--- src/rtl/composite_timing_gen.sv ---
// Composite-video timing generator: free-running line/pixel counters, sync/active decode,
// pixel fetch strobes and a registered luminance output. Define INTERLACE_EN for alternating field lengths.
module composite_timing_gen #(
  parameter int H_TOTAL        = 2032,
  parameter int H_SYNC         = 150,
  parameter int H_ACTIVE_START = 512,
  parameter int H_ACTIVE_END   = 1792,
  parameter int V_TOTAL        = 262,
  parameter int V_SYNC         = 3,
  parameter int V_ACTIVE_START = 32,
  parameter int V_ACTIVE_END   = 232,
  parameter int PIX_DIV        = 4,
  localparam int H_PIXELS = (H_ACTIVE_END - H_ACTIVE_START) / PIX_DIV,
  localparam int V_LINES  = V_ACTIVE_END - V_ACTIVE_START,
  localparam int XW = (H_PIXELS > 1) ? $clog2(H_PIXELS) : 1,
  localparam int YW = (V_LINES > 1) ? $clog2(V_LINES) : 1
) (
  input  logic          clock,
  input  logic          reset,
  input  logic          pixel_data,
  output logic          sync,
  output logic          active,
  output logic [XW-1:0] pixel_x,
  output logic [YW-1:0] pixel_y,
  output logic          pixel_strobe,
  output logic          line_start,
  output logic          frame_start,
  output logic          luminance,
  output logic          field
);

  localparam int HW  = (H_TOTAL > 1) ? $clog2(H_TOTAL) : 1;
  localparam int VW  = $clog2(V_TOTAL + 1);
  localparam int PSH = (PIX_DIV > 1) ? $clog2(PIX_DIV) : 0;

  // Horizontal limits compared one bit wider so H_ACTIVE_END == H_TOTAL cannot alias to 0.
  localparam logic [HW:0]   H_SYNC_X  = (HW+1)'(H_SYNC);
  localparam logic [HW:0]   H_AS_X    = (HW+1)'(H_ACTIVE_START);
  localparam logic [HW:0]   H_AE_X    = (HW+1)'(H_ACTIVE_END);
  localparam logic [HW-1:0] H_LAST    = HW'(H_TOTAL - 1);
  localparam logic [HW-1:0] H_AS      = HW'(H_ACTIVE_START);
  localparam logic [HW-1:0] PIX_MASK  = HW'(PIX_DIV - 1);
  localparam logic [VW-1:0] V_SYNC_C  = VW'(V_SYNC);
  localparam logic [VW-1:0] V_AS      = VW'(V_ACTIVE_START);
  localparam logic [VW-1:0] V_AE      = VW'(V_ACTIVE_END);
  localparam logic [VW-1:0] V_LAST_EV = VW'(V_TOTAL - 1);

  if (!(H_SYNC < H_ACTIVE_START && H_ACTIVE_START < H_ACTIVE_END && H_ACTIVE_END <= H_TOTAL))
  begin : g_bad_h
    $error("composite_timing_gen: horizontal timing parameters out of order");
  end
  if (!(V_SYNC < V_ACTIVE_START && V_ACTIVE_START < V_ACTIVE_END && V_ACTIVE_END <= V_TOTAL))
  begin : g_bad_v
    $error("composite_timing_gen: vertical timing parameters out of order");
  end
  if (PIX_DIV < 1 || (PIX_DIV & (PIX_DIV - 1)) != 0 ||
      ((H_ACTIVE_END - H_ACTIVE_START) % PIX_DIV) != 0)
  begin : g_bad_pix
    $error("composite_timing_gen: PIX_DIV must be a power of two dividing the active width");
  end

  logic [HW-1:0] hcount_q, hcount_d;
  logic [VW-1:0] vcount_q, vcount_d;
  logic          luminance_q, luminance_d;
  logic          h_last, v_last;
  logic [HW:0]   hc_x;
  logic [HW-1:0] hoff;
  logic [VW-1:0] voff;
  logic          hsync, vsync, h_act, v_act, phase0;

  assign h_last = (hcount_q == H_LAST);

`ifdef INTERLACE_EN
  logic field_q, field_d;

  // Odd fields carry one extra, never-active line at vcount == V_TOTAL.
  assign v_last  = field_q ? (vcount_q == VW'(V_TOTAL)) : (vcount_q == V_LAST_EV);
  assign field_d = field_q ^ (h_last & v_last);
  assign field   = field_q;

  always_ff @(posedge clock or posedge reset) begin
    if (reset) field_q <= 1'b0;
    else       field_q <= field_d;
  end
`else
  assign v_last = (vcount_q == V_LAST_EV);
  assign field  = 1'b0;
`endif

  always_comb begin
    hcount_d = h_last ? '0 : hcount_q + HW'(1);
    vcount_d = vcount_q;
    if (h_last) vcount_d = v_last ? '0 : vcount_q + VW'(1);
  end

  assign hc_x   = {1'b0, hcount_q};
  assign hoff   = hcount_q - H_AS;
  assign voff   = vcount_q - V_AS;
  assign hsync  = (hc_x < H_SYNC_X);
  assign vsync  = (vcount_q < V_SYNC_C);
  assign h_act  = (hc_x >= H_AS_X) && (hc_x < H_AE_X);
  assign v_act  = (vcount_q >= V_AS) && (vcount_q < V_AE);
  assign phase0 = ((hoff & PIX_MASK) == '0);

  assign sync    = ~(hsync ^ vsync);
  assign active  = h_act & v_act;
  assign pixel_x = active ? XW'(hoff >> PSH) : '0;
  assign pixel_y = active ? YW'(voff) : '0;

  // Strobes are single-cycle, fire-and-forget: there is no ready back-pressure, the fetcher
  // must present pixel_data for (pixel_x, pixel_y) in the same cycle pixel_strobe is high.
  assign pixel_strobe = active & phase0 & ~reset;
  assign line_start   = (hcount_q == '0) & ~reset;
  assign frame_start  = (hcount_q == '0) & (vcount_q == '0) & ~reset;

  always_comb begin
    luminance_d = luminance_q;
    if (active & phase0) luminance_d = pixel_data;
    else if (!active)    luminance_d = 1'b0;
  end

  assign luminance = luminance_q;

  always_ff @(posedge clock or posedge reset) begin
    if (reset) begin
      hcount_q    <= '0;
      vcount_q    <= '0;
      luminance_q <= 1'b0;
    end else begin
      hcount_q    <= hcount_d;
      vcount_q    <= vcount_d;
      luminance_q <= luminance_d;
    end
  end

endmodule

--- config.mk ---
export PLATFORM = sky130hd
export DESIGN_NAME = composite_timing_gen
export DESIGN_NICKNAME = d
export VERILOG_FILES = /design/src/rtl/composite_timing_gen.sv
export SDC_FILE = /design/constraint.sdc
export NUM_CORES = 1
export LEC_CHECK = 0
export BUFFER_PORTS_ARGS = -buffer_cell sky130_fd_sc_hd__buf_2
export CAP_MARGIN = 20
export CORE_MARGIN = 4
export CORE_UTILIZATION = 44
export CTS_CLUSTER_DIAMETER = 150
export CTS_CLUSTER_SIZE = 30
export DETAILED_ROUTE_END_ITERATION = 8
export PLACE_DENSITY = 0.65
export SLEW_MARGIN = 0
export SYNTH_ARGS = -nofsm -noshare
export SYNTH_HDL_FRONTEND = slang
export SYNTH_SLANG_ARGS = --single-unit
--- constraint.sdc ---
create_clock -name clock -period 2.9 [get_ports clock]
set_input_delay 0.58 -clock clock [delete_from_list [all_inputs] [get_ports clock]]
set_output_delay 0.58 -clock clock [all_outputs]
set_load 0.02 [all_outputs]
==> results.json <==
{
  "synth-edff-count": 0,
  "clkLatencyLatePin_ns": 0.30,
  "yosysMostFrequentCell": "dfrtp_1",
  "cp-end-kind": "output port",
  "worst_slack_ns": 0.131,
  "synth_seq_cells": 21,
  "path_clk_slew_ns": 0.12,
  "clock-root-buffer": "clkbuf_4",
  "track_usage_pct": 17.2,
  "rows": 20,
  "io_pins": 27,
  "cts_tree": "done",
  "htree_levels": 1,
  "place_ws_ns": 0.277,
  "final_hold_viol_count": 0,
  "nNetsFinal": 209,
  "synth.area.top_cells": "dfrtp_1 36%, ha_1 8.5%, and2_1 6.3%",
  "fin_skew_ns": 0.00143,
  "syn_nets": 180,
  "yosysTopAreaCellShare_pct": 35.5,
  "syn_area_um2": 1480,
  "reg2reg_slack_ns": 0.83,
  "post-route-drc-count": 0,
  "ant_nets": 0,
  "grt_pass1_vias": 1222,
  "io_buffers": 25,
  "wl_per_cell_um": 14.0,
  "ys_async_sr_fraction_pct": 100,
  "areaGrowthSynthToFinish_pct": 17.2,
  "routed-via-count": 1256,
  "die_area_um2": 4360,
  "swShare_pct": 21.9,
  "synth_flop_cell": "dfrtp_1",
  "fin_total_pwr_w": 0.000446,
  "fmax_mhz": 361,
  "criticalPathCategory": "register to output port",
  "first_iter_violations": 118,
  "start_util_pct": 47.3,
  "dp_hpwl_um": 2430,
  "routed_wirelength_um": 3340,
  "firstDrtPassIters": 4,
  "grt_pass1_wl_um": 5800,
  "worstPathRequired_ns": 2.32,
  "p_clk_share_pct": 32.2,
  "total_leakage_power_nw": 0.817,
  "tns_ns": 0,
  "drive_gt1_share_pct": 24.6,
  "core_um2": 3130,
  "hold_class": "input port to async pin",
  "startpoint_type": "register",
  "place_congestion": 0.867,
  "power_switching_w": 0.0000975,
  "cts.sinks": 21,
  "n_antenna_cell": 0,
  "cp_max_fo": 14,
  "min_period_ns": 2.77,
  "multi_input_area_um2": 895,
  "gr-total-overflow": 0,
  "p_int_w": 0.000348,
  "setup_violations": 0,
  "clock_path_buffers": 2,
  "antenna_found_initial": 0,
  "pwr-share-seq_pct": 65.7,
  "critical_path_arrival_ns": 2.19,
  "fin_crit_sh_pct": 95.5,
  "netlist_top_cells_count": "21 x dfrtp_1, 15 x and2_1, 13 x inv_1",
  "die_h_um": 66,
  "maxSlewViolCount": 0,
  "p_per_area_nw_per_um2": 257,
  "holdBufCountCts": 0,
  "ff_latch_area_um2": 528,
  "synthDistinctLibCells": 39,
  "synth-warning-count": 0,
  "yosysTopAreaCell": "dfrtp_1",
  "fillers": 301,
  "outcome": "finished clean",
  "max_cap_viol_count": 0,
  "die_x_um": 66,
  "p_comb_share_pct": 2.1,
  "viasPerCell": 5.26,
  "syn_area_per_cell_um2": 8.86,
  "syn-instance-count": 167,
  "cts-buffers-inserted": 3,
  "grt_start_max_net_pins": 23,
  "ir_drop_mv": 0.134,
  "ys_seq_area_share_pct": 35.5
}
[final timing paths]
path	from	end	cells after the start
max	vcount_q[3]$_DFFE_PP0N_	pixel_strobe	6
min	reset	vcount_q[4]$_DFFE_PP0N_	3
max reg2reg	hcount_q[1]$_DFF_PP0_	vcount_q[8]$_DFFE_PP0N_	5
min reg2reg	hcount_q[0]$_DFF_PP0_	hcount_q[0]$_DFF_PP0_	1
max in group asynchronous	reset	hcount_q[8]$_DFF_PP0_	3
min in group clock	hcount_q[0]$_DFF_PP0_	hcount_q[0]$_DFF_PP0_	1
[layout by cell type (no fill, tap or decap), types with 2 or more instances in the layout]
cell / n
a21oi_1: 4
and2_1: 15
and3_1: 4
buf_2: 25
buf_4: 6
clkbuf_4: 3
dfrtp_1: 19
dfrtp_2: 2
ha_1: 10
inv_1: 13
mux2i_1: 2
nand2_1: 12
nand3_1: 9
nand4_1: 7
nor2_1: 12
nor2b_1: 3
nor3_1: 2
nor4_2: 2
o21ai_0: 9
or2_2: 2
or4_1: 2
xnor2_1: 7
xor2_1: 5
[registers in the layout (all words and copies together) (netlist names)]
name	cells
hcount_q	11
vcount_q	9
luminance	1
[metal layers]
layer	up-vias	global-route usage, %	wire length [um]
met2	21	31.9	1820
met5	-	0	0
li1	618	-	-
met4	0	5.33	24
met3	2	2.04	89
met1	615	20.5	1400
[kinds of logic (layout without fill, tap and decap cells)]
group                      after synthesis  count (layout)  share of synthesized area, %
buffers and inverters                   21              49                          6.85
AOI/OAI and AO/OA                       20              20                          9.47
xor gates and xnor gates                12              12                          7.10
adders and majority gates               10              10                          8.45
and+or+nand+nor                         80              80                          31.0
other                                    1               1                         0.253
DFF                                     21              21                          35.5
muxes                                    2               2                          1.35
[repair_timing]
action	CTS	global route
resized for setup	1	7
endpoints found under the setup margin	14	17
setup buffers	1	0
pin swaps	0	2
[power by group through the flow]
stage	Combinational [W]	Clock [W]	Sequential (W)
after floorplan	0.00000679	0	0.000298
after CTS	0.0000103	0.000150	0.000293
after global routing	0.0000114	0.000169	0.000293
final	0.00000952	0.000144	0.000293
after detailed placement	0.0000102	0	0.000298
after global placement	0.00000990	0	0.000298
[cell type report]
| cell class | count | share of cell area, % |
|---|---|---|
| Timing Repair Buffer | 32 | 10.5 |
| Tap cell | 44 | 3.17 |
| Inverter | 13 | 2.81 |
| Multi-Input combinational cell | 125 | 51.6 |
| Sequential cell | 21 | 30.4 |
| Clock buffer | 4 | 1.52 |
[metrics by stage]
step	util [%]	instances	hold slack [ns]	cell area, um2
global placement	53.0	234	0.519	1660
finish	55.4	239	0.319	1730
CTS	54.4	239	0.321	1700
global route	55.4	239	0.329	1730
floorplan	-	167	0.486	1490
detailed placement	53.0	234	0.518	1660
[worst max-delay path, cell delays in order, from the launching register on]
cell,delay (ns)
dfrtp_1,0.46
or2_2,0.32
and3_1,0.23
a2111oi_4,0.37
buf_6,0.19
and3_1,0.15
buf_2,0.15
No activity file was read; power rests on OpenSTA's default activity.
